## config.mk

```make
export PLATFORM = sky130hd
export DESIGN_NAME = ex_divider
export DESIGN_NICKNAME = d
export VERILOG_FILES = /design/src/rtl/tinyrisc_pkg.sv /design/src/rtl/ex_divider.sv
export SDC_FILE = /design/constraint.sdc
export NUM_CORES = 1
export LEC_CHECK = 0
export ABC_CLOCK_PERIOD_IN_PS = 5600
export BUFFER_PORTS_ARGS = -buffer_cell sky130_fd_sc_hd__buf_2
export CAP_MARGIN = 0
export CELL_PAD_IN_SITES_DETAIL_PLACEMENT = 1
export CELL_PAD_IN_SITES_GLOBAL_PLACEMENT = 1
export CORE_ASPECT_RATIO = 1.4
export CORE_MARGIN = 3
export CORE_UTILIZATION = 46
export DETAILED_ROUTE_END_ITERATION = 10
export PLACE_DENSITY_LB_ADDON = 0.2
export SYNTH_ARGS = -nofsm -noshare
export SYNTH_HDL_FRONTEND = slang
export SYNTH_SLANG_ARGS = --single-unit
```

## constraint.sdc

```tcl
create_clock -name clk -period 5.6 [get_ports clk]
set_clock_uncertainty 0.15 [all_clocks]
set_input_delay 1.12 -clock clk [delete_from_list [all_inputs] [get_ports clk]]
set_output_delay 1.12 -clock clk [all_outputs]
set_load 0.01 [all_outputs]
```

## src/rtl/tinyrisc_pkg.sv

```systemverilog
// Shared TinyRISC definitions: datapath width, divider FSM states and the
// control-bundle bit positions that select the div/mod ops.
package tinyrisc_pkg;

    localparam int TINYRISC_XLEN = 32;

    // 22-bit decoded control bundle carried through ID/EX
    localparam int CTRL_W       = 22;
    localparam int CTRL_DIV_BIT = 20;
    localparam int CTRL_MOD_BIT = 21;

    typedef logic [CTRL_W-1:0] ctrl_word_t;

    typedef enum logic [1:0] {
        IDLE = 2'd0,
        CALC = 2'd1,
        DONE = 2'd2
    } div_state_t;

    function automatic logic ctrl_is_divmod(input ctrl_word_t ctrl);
        return ctrl[CTRL_DIV_BIT] | ctrl[CTRL_MOD_BIT];
    endfunction

endpackage

```

## src/rtl/ex_divider.sv

```systemverilog
// EX-stage iterative signed divider (restoring, one bit per cycle) that stalls
// the front of the pipe while busy. Optional divide-by-zero trap: TINYRISC_DIVZERO_TRAP_EN.
module ex_divider
    import tinyrisc_pkg::*;
#(
    parameter int WIDTH = TINYRISC_XLEN
) (
    input  logic             clk,
    input  logic             rst_n,
    input  logic             start,
    input  logic             is_mod,
    input  logic [WIDTH-1:0] dividend,
    input  logic [WIDTH-1:0] divisor,
    input  logic             flush,
    output logic             stall,
    output logic             busy,
    output logic             done,
    output logic [WIDTH-1:0] result
`ifdef TINYRISC_DIVZERO_TRAP_EN
    ,
    output logic             div_zero
`endif
);

    localparam int               CNT_W     = $clog2(WIDTH) + 1;
    localparam logic [CNT_W-1:0] LAST_STEP = CNT_W'(WIDTH - 1);

    div_state_t       r_state;
    div_state_t       w_state_nxt;

    logic [WIDTH-1:0] r_dvs;
    logic [WIDTH-1:0] r_quo;
    logic [WIDTH-1:0] r_rem;
    logic [WIDTH-1:0] r_result;
    logic [CNT_W-1:0] r_cnt;
    logic             r_q_neg;
    logic             r_r_neg;
    logic             r_is_mod;

    logic             w_go;
    logic             w_accept;
    logic             w_trap;
    logic             w_step;
    logic             w_last;
    logic             w_dvs_zero;
    logic [WIDTH-1:0] w_dvd_mag;
    logic [WIDTH-1:0] w_dvs_mag;
    logic [WIDTH:0]   w_shift;
    logic [WIDTH:0]   w_trial;
    logic [WIDTH-1:0] w_quo_nxt;
    logic [WIDTH-1:0] w_rem_nxt;
    logic [WIDTH-1:0] w_quo_signed;
    logic [WIDTH-1:0] w_rem_signed;
    logic [WIDTH-1:0] w_final;

    // Operand conditioning: work on magnitudes, restore signs at the end.
    assign w_dvs_zero = (divisor == '0);
    assign w_dvd_mag  = dividend[WIDTH-1] ? (~dividend + WIDTH'(1)) : dividend;
    assign w_dvs_mag  = divisor[WIDTH-1]  ? (~divisor  + WIDTH'(1)) : divisor;

    assign w_go = (r_state == IDLE) && start && !flush;
`ifdef TINYRISC_DIVZERO_TRAP_EN
    assign w_trap   = w_go && w_dvs_zero;
`else
    assign w_trap   = 1'b0;
`endif
    assign w_accept = w_go && !w_trap;
    assign w_step   = (r_state == CALC) && !flush;
    assign w_last   = (r_cnt == LAST_STEP);

    // Restoring step: shift in the next dividend bit, keep the trial if it did not go negative.
    assign w_shift   = {r_rem, r_quo[WIDTH-1]};
    assign w_trial   = w_shift - {1'b0, r_dvs};
    assign w_rem_nxt = w_trial[WIDTH] ? w_shift[WIDTH-1:0] : w_trial[WIDTH-1:0];
    assign w_quo_nxt = {r_quo[WIDTH-2:0], ~w_trial[WIDTH]};

    assign w_quo_signed = r_q_neg ? (~w_quo_nxt + WIDTH'(1)) : w_quo_nxt;
    assign w_rem_signed = r_r_neg ? (~w_rem_nxt + WIDTH'(1)) : w_rem_nxt;
    assign w_final      = r_is_mod ? w_rem_signed : w_quo_signed;

    always_ff @(posedge clk or negedge rst_n) begin
        if (!rst_n) begin
            r_state <= IDLE;
        end else begin
            r_state <= w_state_nxt;
        end
    end

    // NOTE: every output of this block gets a default first, so no path can infer a latch.
    always_comb begin
        w_state_nxt = r_state;
        busy        = 1'b0;
        done        = 1'b0;
        case (r_state)
            IDLE: begin
                if (w_trap) begin
                    w_state_nxt = DONE;
                end else if (w_accept) begin
                    w_state_nxt = CALC;
                end
            end
            CALC: begin
                busy = 1'b1;
                if (flush) begin
                    w_state_nxt = IDLE;
                end else if (w_last) begin
                    w_state_nxt = DONE;
                end
            end
            DONE: begin
                done        = 1'b1;
                w_state_nxt = IDLE;
            end
            default: w_state_nxt = IDLE;
        endcase
    end

    // Gated by rst_n so a start held high during reset cannot raise stall.
    assign stall  = rst_n && (w_accept || (r_state == CALC));
    assign result = r_result;

    // NOTE: the datapath is reset along with the FSM, so result reads 0 straight out of reset.
    always_ff @(posedge clk or negedge rst_n) begin
        if (!rst_n) begin
            r_dvs    <= '0;
            r_quo    <= '0;
            r_rem    <= '0;
            r_cnt    <= '0;
            r_q_neg  <= 1'b0;
            r_r_neg  <= 1'b0;
            r_is_mod <= 1'b0;
            r_result <= '0;
        end else begin
            if (w_accept) begin
                r_dvs    <= w_dvs_mag;
                r_quo    <= w_dvd_mag;
                r_rem    <= '0;
                r_cnt    <= '0;
                // Divide-by-zero keeps the all-ones quotient regardless of signs.
                r_q_neg  <= (dividend[WIDTH-1] ^ divisor[WIDTH-1]) && !w_dvs_zero;
                r_r_neg  <= dividend[WIDTH-1];
                r_is_mod <= is_mod;
            end else if (w_step) begin
                r_quo <= w_quo_nxt;
                r_rem <= w_rem_nxt;
                r_cnt <= r_cnt + CNT_W'(1);
                if (w_last) begin
                    r_result <= w_final;
                end
            end
            if (w_trap) begin
                r_result <= '0;
            end
        end
    end

`ifdef TINYRISC_DIVZERO_TRAP_EN
    logic r_div_zero;

    always_ff @(posedge clk or negedge rst_n) begin
        if (!rst_n) begin
            r_div_zero <= 1'b0;
        end else if (w_trap) begin
            r_div_zero <= 1'b1;
        end else if (r_state == DONE) begin
            r_div_zero <= 1'b0;
        end
    end

    assign div_zero = r_div_zero;
`endif

endmodule

```

==> results.yml, run 1 <==
run_status:
  status: "completed"
clock_network:
  clock_insertion_delay_worst_skew_ps: 450
  cts-buffers-inserted: 17
  cts_max_level: 4
  cts_hold_repair.buffers: 0
  cts-resized-gates: 0
  cts.reportedPaths.clkPinSlew_ps: 60
  clock_tree.buffer_depth: 2
  clock_sinks: 139
  clock_tree_from_tritoncts: "yes"
  clockRootBuffer: "clkbuf_16"
  post-cts-setup-buffer-count: 0
routing:
  remaining_drc_errors: 0
  route.vias.total: 10500
  route.detailed.vias_per_inst: 6.10
  antenna_violating_nets_post_route: 0
  drt_iter0_drc: 442
  postRouteWirelength_um: 35100
  wl_per_cell_um: 20.4
  drt_pre_antenna_iters: 5
setup_path:
  crit_path_max_incr_delay_ps: 570
  critical-path-slowest-cell: "nor2_4"
  r2r-start: "r_rem[24]$_DFFE_PN0P_"
  criticalPathCategory: "reg2reg"
  cpMostUsedCell: "ha_1"
  required_time_of_the_critical_path_ps: 5820
  worst-path-max-fanout: 25
  cp-end-kind: "flop"
  number_of_buffer_and_inverter_instances_along_the_worst_setup_path: 2
  cp.arrival_ps: 5370
  worst_setup_path_start_kind: "flop"
  r2r_end: "result[28]$_DFFE_PN0P_"
  reg2reg_depth: 15
  critical-path-top-delay-family: "compound AO/OA/AOI/OAI gates"
  path_cells: "ha_1, a21oi_1, o21ai_0, a221oi_2, o21ai_2, o21a_4, nor2_4, inv_2, mux2i_1, ha_1, inv_1, nor4_2, nand4b_1, mux2_1, o21ai_1"
  regToRegSetupSlack_ps: 440
floorplan:
  die_height_um: 189
  floorplan.io_pins: 104
  die_area_sq_mm: 0.0258
  start_util_pct: 47.1
  die-width_um: 137
  row_count: 66
  placeableCoreArea_sq_mm: 0.0234
global_route:
  grt.overflow.total: 0
  antenna_found_initial: 0
  first_global_vias: 11000
  grt_max_degree: 73
  gr-usage-all-layers_pct: 27.7
  grt_first_pass_wirelength_um: 57000
timing:
  setup_total_negative_slack_ps: 0
  rsz0062_at_grt: "false"
  fmax_ghz: 0.194
  final_cycle_share_pct: 92.1
  final.min_clock_period_ps: 5160
  slew_violations: 0
  report.final.setup_viol: 0
  worst-slew-pin-transition_ps: 1040
  finalHoldViolations: 0
  worst_slew_margin_pct: 30.9
pwr:
  p_sw_mw: 4.02
  power.density_cell_area_mw_per_mm2: 635
  power.share.clock_pct: 16.2
  peakVddDrop_uv: 333
  leakagePower_nw: 5.39
  switching_share_pct: 51.0
  sequentialPowerShare_pct: 19.5
  share_comb_of_total_power_pct: 64.3
  internal-power_mw: 3.87
synth:
  synthesis.area_sq_mm: 0.0110
  synth_sequential_area_ratio_pct: 31.6
  post-synth-top-area-cell: "dfrtp_1"
  synth_area_per_cell_sq_um: 8.28
  synth_warnings: 0
  postSynthNetCount: 1436
  postSynth.asyncResetShare_pct: 100
  synthesis.instances: 1329
  yosys_register_bits: 139
  top_area_cell_type_share_of_the_netlist_area_pct: 31.6
  synth_enable_flop_cells: 0
  yosys_most_used_dff: "dfrtp_1"
  yosys.cell_types.count: 90
  synth.top_cells.by_area: "dfrtp_1 32%, o21ai_0 8.4%, xor2_1 7.1%, nand2_1 5.8%, ha_1 4.2%"
cells_and_area:
  layout_commonest_cell: "o21ai_0"
  antennaDiodeCount: 0
  fillCellCount: 2849
  finalNonFillerCells: 1720
  layout_common_cells: "184 x o21ai_0, 170 x nand2_1, 139 x dfrtp_1"
  fin_nets: 1508
  area_growth_pct: 12.8
  layout-drive-gt1-share_pct: 14.6
min_path:
  timing.hold.worst.class: "reg2reg"
  hold_path.startpoint: "result[25]$_DFFE_PN0P_"
  whs_endpoint: "result[25]$_DFFE_PN0P_"
  hold_path_depth: 2
placement:
  routabilityCongestion: 0.927
  io_buffers: 103
  dpl.cell_count: 1688
  dp_hpwl_um: 26700
job:
  max_cap_viol_count: 0
power by group through the flow:
| stage | logic [mW] | registers (mW) | clock network (mW) |
|---|---|---|---|
| 3_3_place_gp | 4.85 | 1.53 | 0 |
| 4_1_cts | 5.02 | 1.53 | 1.29 |
| 3_5_place_dp | 4.93 | 1.54 | 0 |
| 5_1_grt | 5.55 | 1.57 | 1.34 |
| 6_report | 5.07 | 1.54 | 1.28 |
| 2_1_floorplan | 3.66 | 1.43 | 0 |
cell families after synthesis:
logic type | synth area share (%)
flip-flops | 31.6
XOR/XNOR | 11.0
AO/OA/AOI/OAI | 26.1
buffers and inverters | 4.58
multiplexers | 4.26
AND/OR/NAND/NOR | 18.1
adder cells (fa/ha/maj) | 4.39
layer usage:
| layer | vias to the layer above | track usage [%] | routed length [um] |
|---|---|---|---|
| met3 | 63 | 3.69 | 1260 |
| met4 | 0 | 10.3 | 1090 |
| met2 | 228 | 50.0 | 18200 |
| met5 | - | 0 | 0 |
| met1 | 5213 | 33.0 | 14500 |
| li1 | 4986 | - | - |
worst reg2reg max path, delay by kind of cell, from the launching register on:
family | cells | cell delay (ps)
AOI/OAI and AO/OA | 6 | 1440
and+or+nand+nor | 3 | 1300
adders and majority gates | 2 | 760
DFF | 1 | 420
muxes | 2 | 650
buffers and inverters | 2 | 350
area by class of cell:
class	instances	area, sq um	area share, %
well taps	306	383	3.08
repair buffers	120	649	5.23
clock inverters	13	214	1.72
flip-flops and latches	139	3480	28.0
multi-input cells	1070	7050	56.8
clock buffers	19	443	3.57
inverters	53	199	1.60
stage by stage:
stage	hold WS [ps]	instance area [sq um]	utilization, %	power (mW)	setup WS (ps)
finish	328	12400	53.1	7.88	444
global route	358	12400	53.1	8.46	47.5
CTS	336	12400	53.1	7.85	454
floorplan	298	11000	-	5.09	1030
detailed placement	323	11800	50.3	6.47	546
global placement	310	11800	50.3	6.38	743
cell usage after synthesis, types with 15 or more instances:
| cell | count |
|---|---|
| a21oi_1 | 53 |
| a22oi_1 | 38 |
| clkbuf_1 | 45 |
| dfrtp_1 | 139 |
| ha_1 | 37 |
| inv_1 | 51 |
| mux2i_1 | 32 |
| nand2_1 | 170 |
| nand4_1 | 15 |
| nor2_1 | 65 |
| nor3_1 | 26 |
| o21ai_0 | 184 |
| o21ai_1 | 15 |
| o31ai_1 | 39 |
| or3_1 | 21 |
| xnor2_1 | 49 |
| xor2_1 | 89 |
registers in the layout, indices dropped and copies added, names as in the netlist, 2 cells and up:
signal,cells
r_quo,32
r_cnt,6
r_state,2
result,32
r_rem,32
r_dvs,32
how the worst max path moves through the flow:
stage,from,end,cells after the start
floorplan,r_quo[31]$_DFFE_PN0P_,result[28]$_DFFE_PN0P_,22
global placement,r_quo[31]$_DFFE_PN0P_,result[28]$_DFFE_PN0P_,18
detailed placement,r_rem[24]$_DFFE_PN0P_,result[28]$_DFFE_PN0P_,15
CTS,r_rem[24]$_DFFE_PN0P_,result[28]$_DFFE_PN0P_,15
global route,r_rem[15]$_DFFE_PN0P_,result[28]$_DFFE_PN0P_,15
finish,r_rem[24]$_DFFE_PN0P_,result[28]$_DFFE_PN0P_,15
Power figures use the tool's default switching activity.
==> run 2, diff against run 1 <==
- CORE_UTILIZATION: 46 -> 47
- CTS_BUF_LIST: default -> sky130_fd_sc_hd__clkbuf_8
==> results.yml, run 2 (synthesis results as in run 1) <==
global_route:
  first_global_vias: 11000
  grt_first_pass_wirelength_um: 56800
  grt_max_degree: 66
  grt.overflow.total: 0
  gr-usage-all-layers_pct: 27.8
  antenna_found_initial: 0
routing:
  dr.max_layer_used: "met4"
  drt_pre_antenna_iters: 5
  antenna_violating_nets_post_route: 0
  detailroute.wirelength.met3_um: 1010
  wirelength_met1_um: 14700
  wl_met2_um: 18000
  postRouteWirelength_um: 35000
  wl_per_cell_um: 20.4
  route.detailed.vias_per_inst: 6.06
  remaining_drc_errors: 0
  drt_iter0_drc: 568
  route.vias.total: 10400
timing:
  worst_slew_margin_pct: 35.6
  finalWorstSetupSlack_ps: 675
  final.min_clock_period_ps: 4920
  worst-slew-pin-transition_ps: 966
  rsz0062_at_grt: "false"
  final_cycle_share_pct: 87.9
  setup_total_negative_slack_ps: 0
  report.final.setup_viol: 0
  fmax_ghz: 0.203
  finalHoldViolations: 0
  slew_violations: 0
job:
  max_cap_viol_count: 0
cells_and_area:
  layout-drive-gt1-share_pct: 14.6
  antennaDiodeCount: 0
  fillCellCount: 2823
  final_design_area_no_fill_sq_mm: 0.0122
  area_growth_pct: 10.6
  utilization_pct: 53.5
  layout_commonest_cell: "o21ai_0"
  fin_nets: 1507
  finalNonFillerCells: 1714
  layout_common_cells: "184 x o21ai_0, 170 x nand2_1, 139 x dfrtp_1"
min_path:
  whs_endpoint: "result[7]$_DFFE_PN0P_"
  timing.hold.worst.class: "reg2reg"
  hold_path_depth: 2
  hold_path.startpoint: "result[7]$_DFFE_PN0P_"
setup_path:
  cp.arrival_ps: 5200
  regToRegSetupSlack_ps: 680
  criticalPathCategory: "reg2reg"
  r2r-start: "r_rem[24]$_DFFE_PN0P_"
  worst_setup_path_start_kind: "flop"
  worst-path-max-fanout: 17
  crit_path_max_incr_delay_ps: 510
  path_cells: "ha_1, a21oi_1, o21ai_0, a221oi_2, o21ai_2, o21a_4, nor2_4, inv_2, mux2i_1, ha_1, inv_1, nor4_2, nand4b_1, mux2_1, o21ai_1"
  r2r_end: "result[28]$_DFFE_PN0P_"
  cpMostUsedCell: "ha_1"
  cp-end-kind: "flop"
  critical-path-slowest-cell: "nor4_2"
  required_time_of_the_critical_path_ps: 5870
  reg2reg_depth: 15
run_status:
  status: "completed"
placement:
  post_dp_cell_area_sq_mm: 0.0117
  routabilityCongestion: 0.906
  dpl.cell_count: 1682
  place_worst_setup_slack_ps: 727
  io_buffers: 103
  dp_hpwl_um: 26800
clock_network:
  cts-resized-gates: 0
  clock_sinks: 139
  post-cts-setup-buffer-count: 0
  clock_tree_from_tritoncts: "yes"
  cts_max_level: 4
  cts_hold_repair.buffers: 0
  clock_tree.buffer_depth: 2
  cts-buffers-inserted: 17
  cts.reportedPaths.clkPinSlew_ps: 90
  clockRootBuffer: "clkbuf_8"
  clock_insertion_delay_worst_skew_ps: 490
floorplan:
  row_count: 65
  die_height_um: 187
  placeableCoreArea_sq_mm: 0.0228
  die_area_sq_mm: 0.0253
  floorplan.io_pins: 104
  die-width_um: 135
  start_util_pct: 48.3
pwr:
  leakagePower_nw: 5.29
  power.density_cell_area_mw_per_mm2: 611
  peakVddDrop_uv: 247
## run 2: changes by cell type in the layout (fill, tap and decap cells not counted)
cell       change
buf_4          -1
bufinv_16      -2
clkbuf_1       -1
clkbuf_16     -17
clkbuf_8      +18
clkinv_4       +1
inv_1          +1
## run 2: power breakdown
part,switching [mW],internal (mW),total (mW)
clock network,0.438,0.467,0.905
registers,0.323,1.22,1.54
logic,3.18,1.81,5.00
## run 2: area by class of cell
class	instances	area (sq um)	share of cell area, %
inverters	53	199	1.63
multi-input cells	1070	7050	57.9
clock inverters	13	166	1.37
flip-flops and latches	139	3480	28.6
well taps	301	377	3.09
clock buffers	19	262	2.15
repair buffers	119	642	5.27
## run 2: metal layers
layer | global-route usage [%] | vias up
li1 | - | 4990
met1 | 33.7 | 5114
met2 | 50.0 | 222
met3 | 3.42 | 66
met4 | 10.6 | 0
met5 | 0 | -
## run 2: worst max-delay path by stage
stage,depth (start not counted),endpoint,start,slack (ps)
2_1_floorplan,22,result[28]$_DFFE_PN0P_,r_quo[31]$_DFFE_PN0P_,1030
3_5_place_dp,18,result[28]$_DFFE_PN0P_,r_quo[31]$_DFFE_PN0P_,730
4_1_cts,18,result[28]$_DFFE_PN0P_,r_quo[31]$_DFFE_PN0P_,730
5_1_grt,18,result[28]$_DFFE_PN0P_,r_quo[31]$_DFFE_PN0P_,350
6_report,15,result[28]$_DFFE_PN0P_,r_rem[24]$_DFFE_PN0P_,680
3_3_place_gp,15,result[28]$_DFFE_PN0P_,r_rem[15]$_DFFE_PN0P_,850
## run 2: critical path: cells and delay by family, from the launching register on
family | cells | cell delay, ps
compound gates | 6 | 1390
flops | 1 | 430
fa+ha+maj | 2 | 750
simple gates | 3 | 1100
mux | 2 | 640
buf+inv | 2 | 390
## run 2: stage by stage
stage	power (mW)	hold slack [ps]
6_report	7.44	337
3_3_place_gp	6.34	313
5_1_grt	8.01	344
2_1_floorplan	5.09	298
4_1_cts	7.40	339
3_5_place_dp	6.44	319
==> run 3, diff against run 2 <==
- CORE_ASPECT_RATIO: 1.4 -> default
- CORE_MARGIN: 3 -> default
==> results.yml, run 3 (synthesis results as in run 1) <==
setup_path:
  worstSetupStartpoint: "r_rem[24]$_DFFE_PN0P_"
  cp.arrival_ps: 5340
  criticalPathCategory: "reg2reg"
  worst_setup_path_start_kind: "flop"
  cp-end-kind: "flop"
  worst-path-max-fanout: 18
  required_time_of_the_critical_path_ps: 5860
  r2r-start: "r_rem[24]$_DFFE_PN0P_"
floorplan:
  die_height_um: 155
  row_count: 55
  die_area_sq_mm: 0.0240
  die-width_um: 155
  start_util_pct: 48.3
  floorplan.io_pins: 104
  placeableCoreArea_sq_mm: 0.0228
timing:
  finalHoldViolations: 0
  worst_slew_margin_pct: 17.7
  setup_total_negative_slack_ps: 0
  fin_worst_hold_slack_ps: 334
  fmax_ghz: 0.197
  slew_violations: 0
  report.final.setup_viol: 0
  final_cycle_share_pct: 90.9
  final.min_clock_period_ps: 5090
  worst-slew-pin-transition_ps: 1230
  rsz0062_at_grt: "false"
job:
  max_cap_viol_count: 0
global_route:
  first_global_vias: 10800
  grt_max_degree: 66
  antenna_found_initial: 1
  gr-usage-all-layers_pct: 32.3
  grt.overflow.total: 0
  grt_first_pass_wirelength_um: 60200
cells_and_area:
  area_growth_pct: 10.3
  fin_nets: 1503
  layout_common_cells: "184 x o21ai_0, 170 x nand2_1, 139 x dfrtp_1"
  area.sequential_sq_mm: 0.00348
  multiInputGateArea_sq_mm: 0.00705
  layout-drive-gt1-share_pct: 14.3
  layout_commonest_cell: "o21ai_0"
  fillCellCount: 2804
routing:
  route.detailed.vias_per_inst: 6.22
  antenna_violating_nets_post_route: 0
  postRouteWirelength_um: 37400
  wl_per_cell_um: 21.7
  remaining_drc_errors: 0
  drt_iter0_drc: 859
  drt_pre_antenna_iters: 5
  route.vias.total: 10700
clock_network:
  post-cts-setup-buffer-count: 0
  clock_insertion_delay_worst_skew_ps: 480
  cts_hold_repair.buffers: 0
  clock_tree_from_tritoncts: "yes"
  cts.reportedPaths.clkPinSlew_ps: 90
  cts_max_level: 4
  clock_tree.buffer_depth: 2
  clock_sinks: 139
  cts-resized-gates: 0
  cts-buffers-inserted: 17
  clockRootBuffer: "clkbuf_8"
min_path:
  hold_path.startpoint: "result[15]$_DFFE_PN0P_"
  timing.hold.worst.class: "reg2reg"
placement:
  io_buffers: 103
  dp_hpwl_um: 28700
  routabilityCongestion: 0.930
run_status:
  status: "completed"
pwr:
  peakVddDrop_uv: 249
  leakagePower_nw: 5.27
  power.density_cell_area_mw_per_mm2: 624
==> run 3: metal layers <==
layer	routed length, um	vias to the layer above	GRT usage, %
met2	17400	344	52.0
met4	743	0	8.68
met3	1850	59	4.46
met1	17400	5338	45.3
met5	0	-	0
li1	-	4970	-
==> run 3: stage by stage <==
stage | worst slack (ps) | std cells | cell area (sq um) | power [mW] | utilization [%]
floorplan | 1030 | 1329 | 11000 | 5.09 | -
global placement | 875 | 1690 | 11700 | 6.41 | 51.5
detailed placement | 657 | 1690 | 11700 | 6.55 | 51.5
CTS | 624 | 1722 | 12100 | 7.47 | 53.3
global route | 179 | 1722 | 12100 | 8.07 | 53.3
finish | 511 | 1723 | 12100 | 7.58 | 53.3
==> run 3: cell type report <==
type	count	area share, %
diodes	1	0.0206
clock buffers	19	2.15
clock inverters	13	1.27
inverters	53	1.64
multi-input cells	1070	58.0
flip-flops and latches	139	28.6
well taps	313	3.22
repair buffers	115	5.04
==> run 3: worst paths after layout <==
path / end / slack (ps) / cells past startpoint
hold / removal: result[15]$_DFFE_PN0P_ / 330 / 2
max in group asynchronous: r_rem[16]$_DFFE_PN0P_ / 3690 / 2
hold reg to reg: result[15]$_DFFE_PN0P_ / 330 / 2
setup / recovery: result[28]$_DFFE_PN0P_ / 510 / 15
min in group asynchronous: r_dvs[19]$_DFFE_PN0P_ / 370 / 1
setup reg to reg: result[28]$_DFFE_PN0P_ / 510 / 15
==> run 3: critical path: stages, from the launching register on <==
cell	delay, ps
dfrtp_1	430
ha_1	410
a21oi_1	310
o21ai_0	200
a221oi_2	370
o21ai_2	170
o21a_4	290
nor2_4	390
inv_2	260
a21oi_1	330
ha_1	350
inv_1	200
nor4_2	500
nand4b_1	170
mux2_1	360
o21ai_1	120
==> run 3: power by group <==
group / internal (mW) / switching, mW
logic: 1.79 / 3.32
registers: 1.22 / 0.347
clock network: 0.431 / 0.471
total: 3.44 / 4.13
